`src/rtl/tx_gearbox_66_64_if.sv`:
```
// rtl/tx_gearbox_66_64_if.sv - block-in / word-out handshake bundle for the 66b->64b TX gearbox
//
// Signals:
//   in_data   [65:0] block from encoder/scrambler: [1:0] sync header (bit 0 first), [65:2] payload
//   in_valid         in_data holds a block
//   in_ready         gearbox can accept a block this cycle
//   out_data  [63:0] registered line word toward the SERDES
//   out_valid        out_data holds 64 valid bits this cycle
// Modports: master = block source / word sink, slave = gearbox.

interface tx_gearbox_66_64_if;
    logic [65:0] in_data;
    logic        in_valid;
    logic        in_ready;
    logic [63:0] out_data;
    logic        out_valid;

    modport master (
        output in_data,
        output in_valid,
        input  in_ready,
        input  out_data,
        input  out_valid
    );

    modport slave (
        input  in_data,
        input  in_valid,
        output in_ready,
        output out_data,
        output out_valid
    );
endinterface

```
`src/rtl/tx_gearbox_66_64.sv`:
```
// rtl/tx_gearbox_66_64.sv - single-lane TX gearbox packing 66-bit blocks into 64-bit line words
//
// Ports:
//   clk         single clock, rising edge
//   rst_n       synchronous active-low reset
//   gb          tx_gearbox_66_64_if.slave: in_data/in_valid/in_ready block input,
//               out_data/out_valid registered word output
//   fill_level  registered count of buffered bits (0..129), zero-extended to FILL_W
// Parameters:
//   REVERSE     0: out_data bit 0 is first on the line; 1: bit 63 is first on the line
//   FILL_W      width of fill_level, at least 8

module tx_gearbox_66_64 #(
    parameter bit REVERSE = 1'b0,
    parameter int FILL_W  = 8
) (
    input  logic                  clk,
    input  logic                  rst_n,
    tx_gearbox_66_64_if.slave     gb,
    output logic [FILL_W-1:0]     fill_level
);

    // Bit 0 is the oldest buffered bit. Bits at or above fill are always zero,
    // which lets a new block be merged with a plain OR.
    logic [129:0] bit_buf;
    logic [7:0]   fill;

    logic         emit;
    logic         accept;
    logic [7:0]   resid;
    logic [129:0] buf_shift;
    logic [129:0] buf_next;
    logic [7:0]   fill_next;
    logic [63:0]  word;

    // fill < 128 bounds the post-emit residual to 63, so a 66-bit block always fits.
    assign gb.in_ready = (fill < 8'd128);
    assign fill_level  = FILL_W'(fill);

    always_comb begin
        emit      = (fill >= 8'd64);
        accept    = gb.in_valid && gb.in_ready;
        resid     = emit ? (fill - 8'd64) : fill;
        buf_shift = emit ? {64'b0, bit_buf[129:64]} : bit_buf;
        buf_next  = buf_shift;
        if (accept) begin
            buf_next = buf_shift | ({64'b0, gb.in_data} << resid);
        end
        fill_next = accept ? (resid + 8'd66) : resid;
        for (int i = 0; i < 64; i++) begin
            word[i] = REVERSE ? bit_buf[63 - i] : bit_buf[i];
        end
    end

    always_ff @(posedge clk) begin
        if (!rst_n) begin
            bit_buf      <= '0;
            fill         <= '0;
            gb.out_data  <= '0;
            gb.out_valid <= 1'b0;
        end else begin
            bit_buf <= buf_next;
            fill    <= fill_next;
            if (emit) begin
                gb.out_data  <= word;
                gb.out_valid <= 1'b1;
            end else begin
                gb.out_valid <= 1'b0;
            end
        end
    end

endmodule

```
`src/flat_wrapper.sv`:
```
// flat-port wrapper written by rule: the top's interface ports become plain ports
module tx_gearbox_66_64_flat 
#(
    parameter bit REVERSE = 1'b0,
    parameter int FILL_W  = 8
)
  (clk, rst_n, fill_level, gb_in_data, gb_in_valid, gb_in_ready, gb_out_data, gb_out_valid);
  tx_gearbox_66_64_if gb_i ();
  input  logic clk;
  input  logic rst_n;
  output logic [FILL_W-1:0] fill_level;
  input wire logic [$bits(gb_i.in_data)-1:0] gb_in_data;
  input wire logic [$bits(gb_i.in_valid)-1:0] gb_in_valid;
  output wire logic [$bits(gb_i.in_ready)-1:0] gb_in_ready;
  output wire logic [$bits(gb_i.out_data)-1:0] gb_out_data;
  output wire logic [$bits(gb_i.out_valid)-1:0] gb_out_valid;
  assign gb_i.in_data = gb_in_data;
  assign gb_i.in_valid = gb_in_valid;
  assign gb_in_ready = gb_i.in_ready;
  assign gb_out_data = gb_i.out_data;
  assign gb_out_valid = gb_i.out_valid;
  tx_gearbox_66_64 #(.REVERSE(REVERSE), .FILL_W(FILL_W)) u_core (.clk(clk), .rst_n(rst_n), .gb(gb_i), .fill_level(fill_level));
endmodule
```
`config.mk`:
```
export PLATFORM = sky130hd
export DESIGN_NAME = tx_gearbox_66_64_flat
export DESIGN_NICKNAME = d
export VERILOG_FILES = /design/src/rtl/tx_gearbox_66_64_if.sv /design/src/rtl/tx_gearbox_66_64.sv /design/src/flat_wrapper.sv
export SDC_FILE = /design/constraint.sdc
export NUM_CORES = 1
export LEC_CHECK = 0
export BUFFER_PORTS_ARGS = -buffer_cell sky130_fd_sc_hd__buf_4
export CORE_ASPECT_RATIO = 0.8
export CORE_MARGIN = 4
export CORE_UTILIZATION = 30
export CTS_BUF_LIST = sky130_fd_sc_hd__clkbuf_16
export CTS_CLUSTER_DIAMETER = 150
export DETAILED_ROUTE_END_ITERATION = 10
export SYNTH_ARGS = -nofsm -noshare
export SYNTH_HDL_FRONTEND = slang
export SYNTH_SLANG_ARGS = --single-unit
```
`constraint.sdc`:
```
create_clock -name clk -period 2.2 [get_ports clk]
set_input_delay 0.33 -clock clk [delete_from_list [all_inputs] [get_ports clk]]
set_output_delay 0.33 -clock clk [all_outputs]
set_load 0.05 [all_outputs]
```
**Word level (Yosys, flattened, before mapping)**

Index checks and enable logic that the tools add are counted.

- Bitwise gates (word level): 1
- $add $sub $neg: 2
- Reduce and logical (&&, ||, !) cells: 1
- Shifts and indexed selects: 1
- $lt $le $gt $ge: 2
- Muxes and demuxes: 5

Operators by type and width:

| operator | count |
|---|---|
| $mux W130 | 2 |
| $or A130 B130 Y130 | 1 |
| $shl A66 B8 Y130 | 1 |
| $mux W8 | 2 |
| $add A8 B7 Y8 const B | 1 |
| $ge A8 B7 Y1 const B | 1 |
| $lt A8 B8 Y1 const B | 1 |
| $sub A8 B7 Y8 const B | 1 |
| $logic_and A1 B1 Y1 | 1 |
| $mux W1 | 1 |

- Logic and storage cells: 16
- Output and inout port bits: 74
- Register bits after elaboration: 203

**Depth between registers and ports, before layout**

- Depth after elaboration: 5
- Mapped depth: 10

**Least setup slack after synthesis**

No wires, ideal clock.

- Path kind: reg-to-reg
- Start: register u_core.fill[2], in the netlist u_core.fill_level[2]
- End: register u_core.bit_buf[88]
- Setup slack: -312 ps
- Period minus slack after synthesis: 2,512 ps
- Stages on the path, launching flop included: 7
- Arrival: 2,385 ps
- Data required time: 2,072 ps
- Cells stage by stage: dfxtp_1 buf_6 buf_6 mux4_2 mux4_2 a222oi_1 nor2_1

- Cells in the longest elaborated chain, start to end: 5

RTL lines:

| element | line | RTL |
|---|---|---|
| start: declaration | tx_gearbox_66_64.sv:26 | `logic [7:0] fill;` |
| start signal: assignment | tx_gearbox_66_64.sv:63 | `fill <= fill_next;` |
| $sub A8 B7 Y8 or $ge A8 B7 Y1 (tied branches) | tx_gearbox_66_64.sv:43, tx_gearbox_66_64.sv:41 |  |
| $mux W8 | tx_gearbox_66_64.sv:43 | `resid = emit ? (fill - 8'd64) : fill;` |
| $shl A66 B8 Y130 | tx_gearbox_66_64.sv:47 | `buf_next = buf_shift \| ({64'b0, gb.in_data} << resid);` |
| $or A130 B130 Y130 | tx_gearbox_66_64.sv:47 |  |
| $mux W130 (*) | tx_gearbox_66_64.sv:46 | `if (accept) begin` |
| end signal: assignment | tx_gearbox_66_64.sv:62 | `bit_buf <= buf_next;` |
| end: declaration | tx_gearbox_66_64.sv:25 | `logic [129:0] bit_buf;` |

Mark *: on every way between the ends. The rest lies on a longest branch, timed or not.
A chain may end at the register's enable or synchronous reset.

**Worst setup path in the final report**

Ends and elaborated chain as after synthesis.

==> metrics.yaml <==
setup_path:
  critPathRequiredTime_ns: 2.60
  endpoint_kind: "flop"
  worstSetupPathType: "reg -> reg"
  path_max_fanout: 12
  arrival_ns: 2.72
  cp_cell_sequence: "clkbuf_16 > mux4_2 > mux4_2 > a222oi_1 > nor2_1"
  max_stage_delay_ns: 0.54
  slowest_stage: "mux4_2"
  cp_common_cell: "mux4_2"
  start_kind: "flop"
timing:
  tightest_slew_ns: 0.6246
  layout_setup_ws_ns: -0.1157
  rsz0062_at_grt: "yes"
  finalCritPeriodShare_pct: 105.3
  drv_slew: 0
  finalSetupViolCount: 17
  relSlewSlack_pct: 58.20
  worst_clock_skew_ns: 0.02585
  max_freq_ghz: 0.4318
  period_needed_ns: 2.316
  hold_violations: 0
grt:
  overflow: 0
  grt_pass1_vias: 11969
  antenna_found_initial: 1
  grt_max_degree: 87
  grt_usage_pct: 24.39
  grt_first_pass_wirelength_um: 80980
die:
  coreArea_mm2: 0.03961
  ios: 143
  die-area_mm2: 0.04358
  die_x_um: 232.4
  rows: 65
  start_util_pct: 30.51
  die_h_um: 187.5
logic_synthesis:
  ys_warn_count: 0
  synth_area_per_cell_um2: 8.596
  synthFlopType: "dfxtp_1"
  async_reset_ff_share_pct: 0
  synth_area_mm2: 0.01209
  yosysSeqAreaShare_pct: 33.46
  yosysUniqueCellTypes: 66
  syn_inst: 1406
  synth-seq-cells: 202
  synth_fp_nets: 1476
  synth-edff-count: 0
final_layout:
  drive_above_1_share_pct: 34.49
  fin_nets: 1747
  fillers: 3950
  area_growth_pct: 36.78
  num_antenna_cells: 0
  fin_cells: 2229
  finalCoreUtilization_pct: 41.74
clock_network:
  numCtsBuffers: 22
  cts_tree: "built"
  cts.path.max_buffers: 3
  ctsHoldBuffers: 0
  clock_sinks: 202
  h-tree-depth: 1
  cts-root-buf: "clkbuf_16"
  path_clk_slew_ns: 0.07
  clkLatencyLatePin_ns: 0.54
job:
  max_cap_viol_count: 0
placed_design:
  io_buffers: 141
  place_congestion: 1.017
  hpwlAfterDp_um: 41860
  dp.cells: 2149
worst_hold_path:
  worstHoldPathType: "in -> reg"
drt:
  via_per_inst: 5.659
  avgRoutedWirePerCell_um: 25.15
  first_iter_violations: 1423
  vias: 12615
  firstDrtPassIters: 6
  drt-total-wl_um: 56060
  drt.antenna.violating_nets: 0
  drc: 0
power:
  ir_drop_mv: 0.4619
  total_power_mw: 10.40
  p_per_area_mw_per_mm2: 629.0
  p_leak_nw: 6.431
status:
  status: "complete, but fails checks"
  violations: "setup timing"
-- cell usage after synthesis (all sizes together) (8+ instances only) --
cell	count	area share [%]
nand2	312	9.7
dfxtp	202	33
a21oi	114	4.7
nor2	114	3.5
mux2i	85	7.0
clkbuf	78	2.4
mux4	72	13
o21ai	58	2.4
buf	51	2.7
mux2	33	3.1
a31oi	23	1.2
o211ai	19	1.2
o22ai	18	0.93
a22oi	17	1.1
nand3	14	0.58
o22a	13	0.94
o221ai	12	0.87
nor2b	11	0.57
o21a	11	0.68
and2	10	0.52
a211oi	9	0.56
a22o	9	0.65
a21o	8	0.50
a32oi	8	0.58
-- power breakdown --
group	internal [mW]	switching [mW]	total, mW	leakage [nW]
sequential	3.82	0.161	3.98	1.65
combinational	1.20	1.47	2.68	4.42
clock	2.08	1.66	3.74	0.360
total	7.11	3.29	10.4	6.43
-- path summary, 6_finish.rpt --
kind	start	end	slack, ns	cells after the start
worst max-delay path	u_core.fill_level[2]	u_core.bit_buf[88]	-0.12	5
worst min-delay path	rst_n	u_core.bit_buf[27]	0.15	2
worst max register to register	u_core.fill_level[2]	u_core.bit_buf[88]	-0.12	5
worst min register to register	u_core.bit_buf[104]	u_core.bit_buf[104]	0.44	2
-- per-layer routing --
layer  up-vias  global-route usage [%]  share of wire, %
li1       5684                       -                 -
met1      6226                   35.69                44
met2       622                   37.33                44
met3        81                   5.680                10
met4         2                   3.930               2.0
met5         -                       0             0.023
-- metrics by stage --
step	instance area (µm²)	hold slack [ns]	setup TNS [ns]	setup WS [ns]
2_1_floorplan	12100	0.4099	-0.03329	-0.03329
5_1_grt	16530	0.1485	-2.373	-0.1710
6_report	16530	0.1532	-0.8914	-0.1157
3_3_place_gp	14900	0.4214	-0.1899	-0.08160
4_1_cts	15790	0.1354	-0.1036	-0.05074
3_5_place_dp	14900	0.4289	-0.2354	-0.07275
-- state kept, by name, summed over array words and instances, names as in the netlist --
signal	flops
u_core.gb.out_data	64
u_core.bit_buf	130
u_core.fill_level	7
u_core.gb.out_valid	1
-- area by class of cell --
| type | count | area, µm² | area share [%] |
|---|---|---|---|
| timing repair buffer | 376 | 3223 | 19.50 |
| tap | 536 | 670.6 | 4.057 |
| clock buffer | 24 | 600.6 | 3.633 |
| clock inverter | 16 | 101.3 | 0.6131 |
| inverter | 8 | 32.53 | 0.1968 |
| multi-input combinational | 1067 | 7843 | 47.44 |
| sequential | 202 | 4060 | 24.56 |
-- worst max-delay path: cells and delay by family (launching register included) --
| family | cells | cell delay [ns] |
|---|---|---|
| flops | 1 | 0.49 |
| buf+inv | 1 | 0.23 |
| mux | 2 | 1.06 |
| simple gates | 1 | 0.08 |
| compound gates | 1 | 0.33 |
-- timing repair --
item,4_1_cts,5_1_grt
resized for setup,14,114
gates cloned,2,2
buffers inserted,6,32
pin swaps,4,32
setup endpoints to repair,14,56
-- logic make-up after synthesis --
group	count (synthesis)	share of synthesized area [%]
multiplexers	190	23.56
XOR/XNOR	3	0.2175
buffers and inverters	137	5.394
flip-flops	202	33.46
AO/OA/AOI/OAI	373	20.36
other	1	0.03103
AND/OR/NAND/NOR	499	16.87
adder cells (fa/ha/maj)	1	0.1035
-- cell usage in the layout (no fill, tap or decap), types with 6 or more instances in the layout --
cell       synthesis  routed
a211oi_1           9       8
and2_1            10      10
mux2_2            33      18
nor2_1           114     113
a222oi_1           7       7
mux2i_4            0       9
mux2i_2            0      14
mux2i_1           85      62
o21ai_0           55      42
buf_6              4      16
nor2b_1           11      10
a31oi_1           23      22
a21oi_1          114     111
buf_12             2      19
inv_1              5      11
a22oi_1           17      11
o22ai_1           18      14
mux4_2            71      72
nor3_1             7       6
a22o_1             9       9
nand2b_1           7       6
a32oi_1            8       8
and3_1             7       7
dfxtp_1          202     197
nand3_1           14      14
o211ai_1          19      19
o21a_1            11      11
o22a_1            13      13
a21o_1             8       8
clkbuf_16          0      26
o221ai_1          12      10
o21ai_1            3      13
mux2_4             0      15
buf_4              7     332
nand2_1          312     308
a22oi_2            0       6
(Power assumes the default switching activity.)
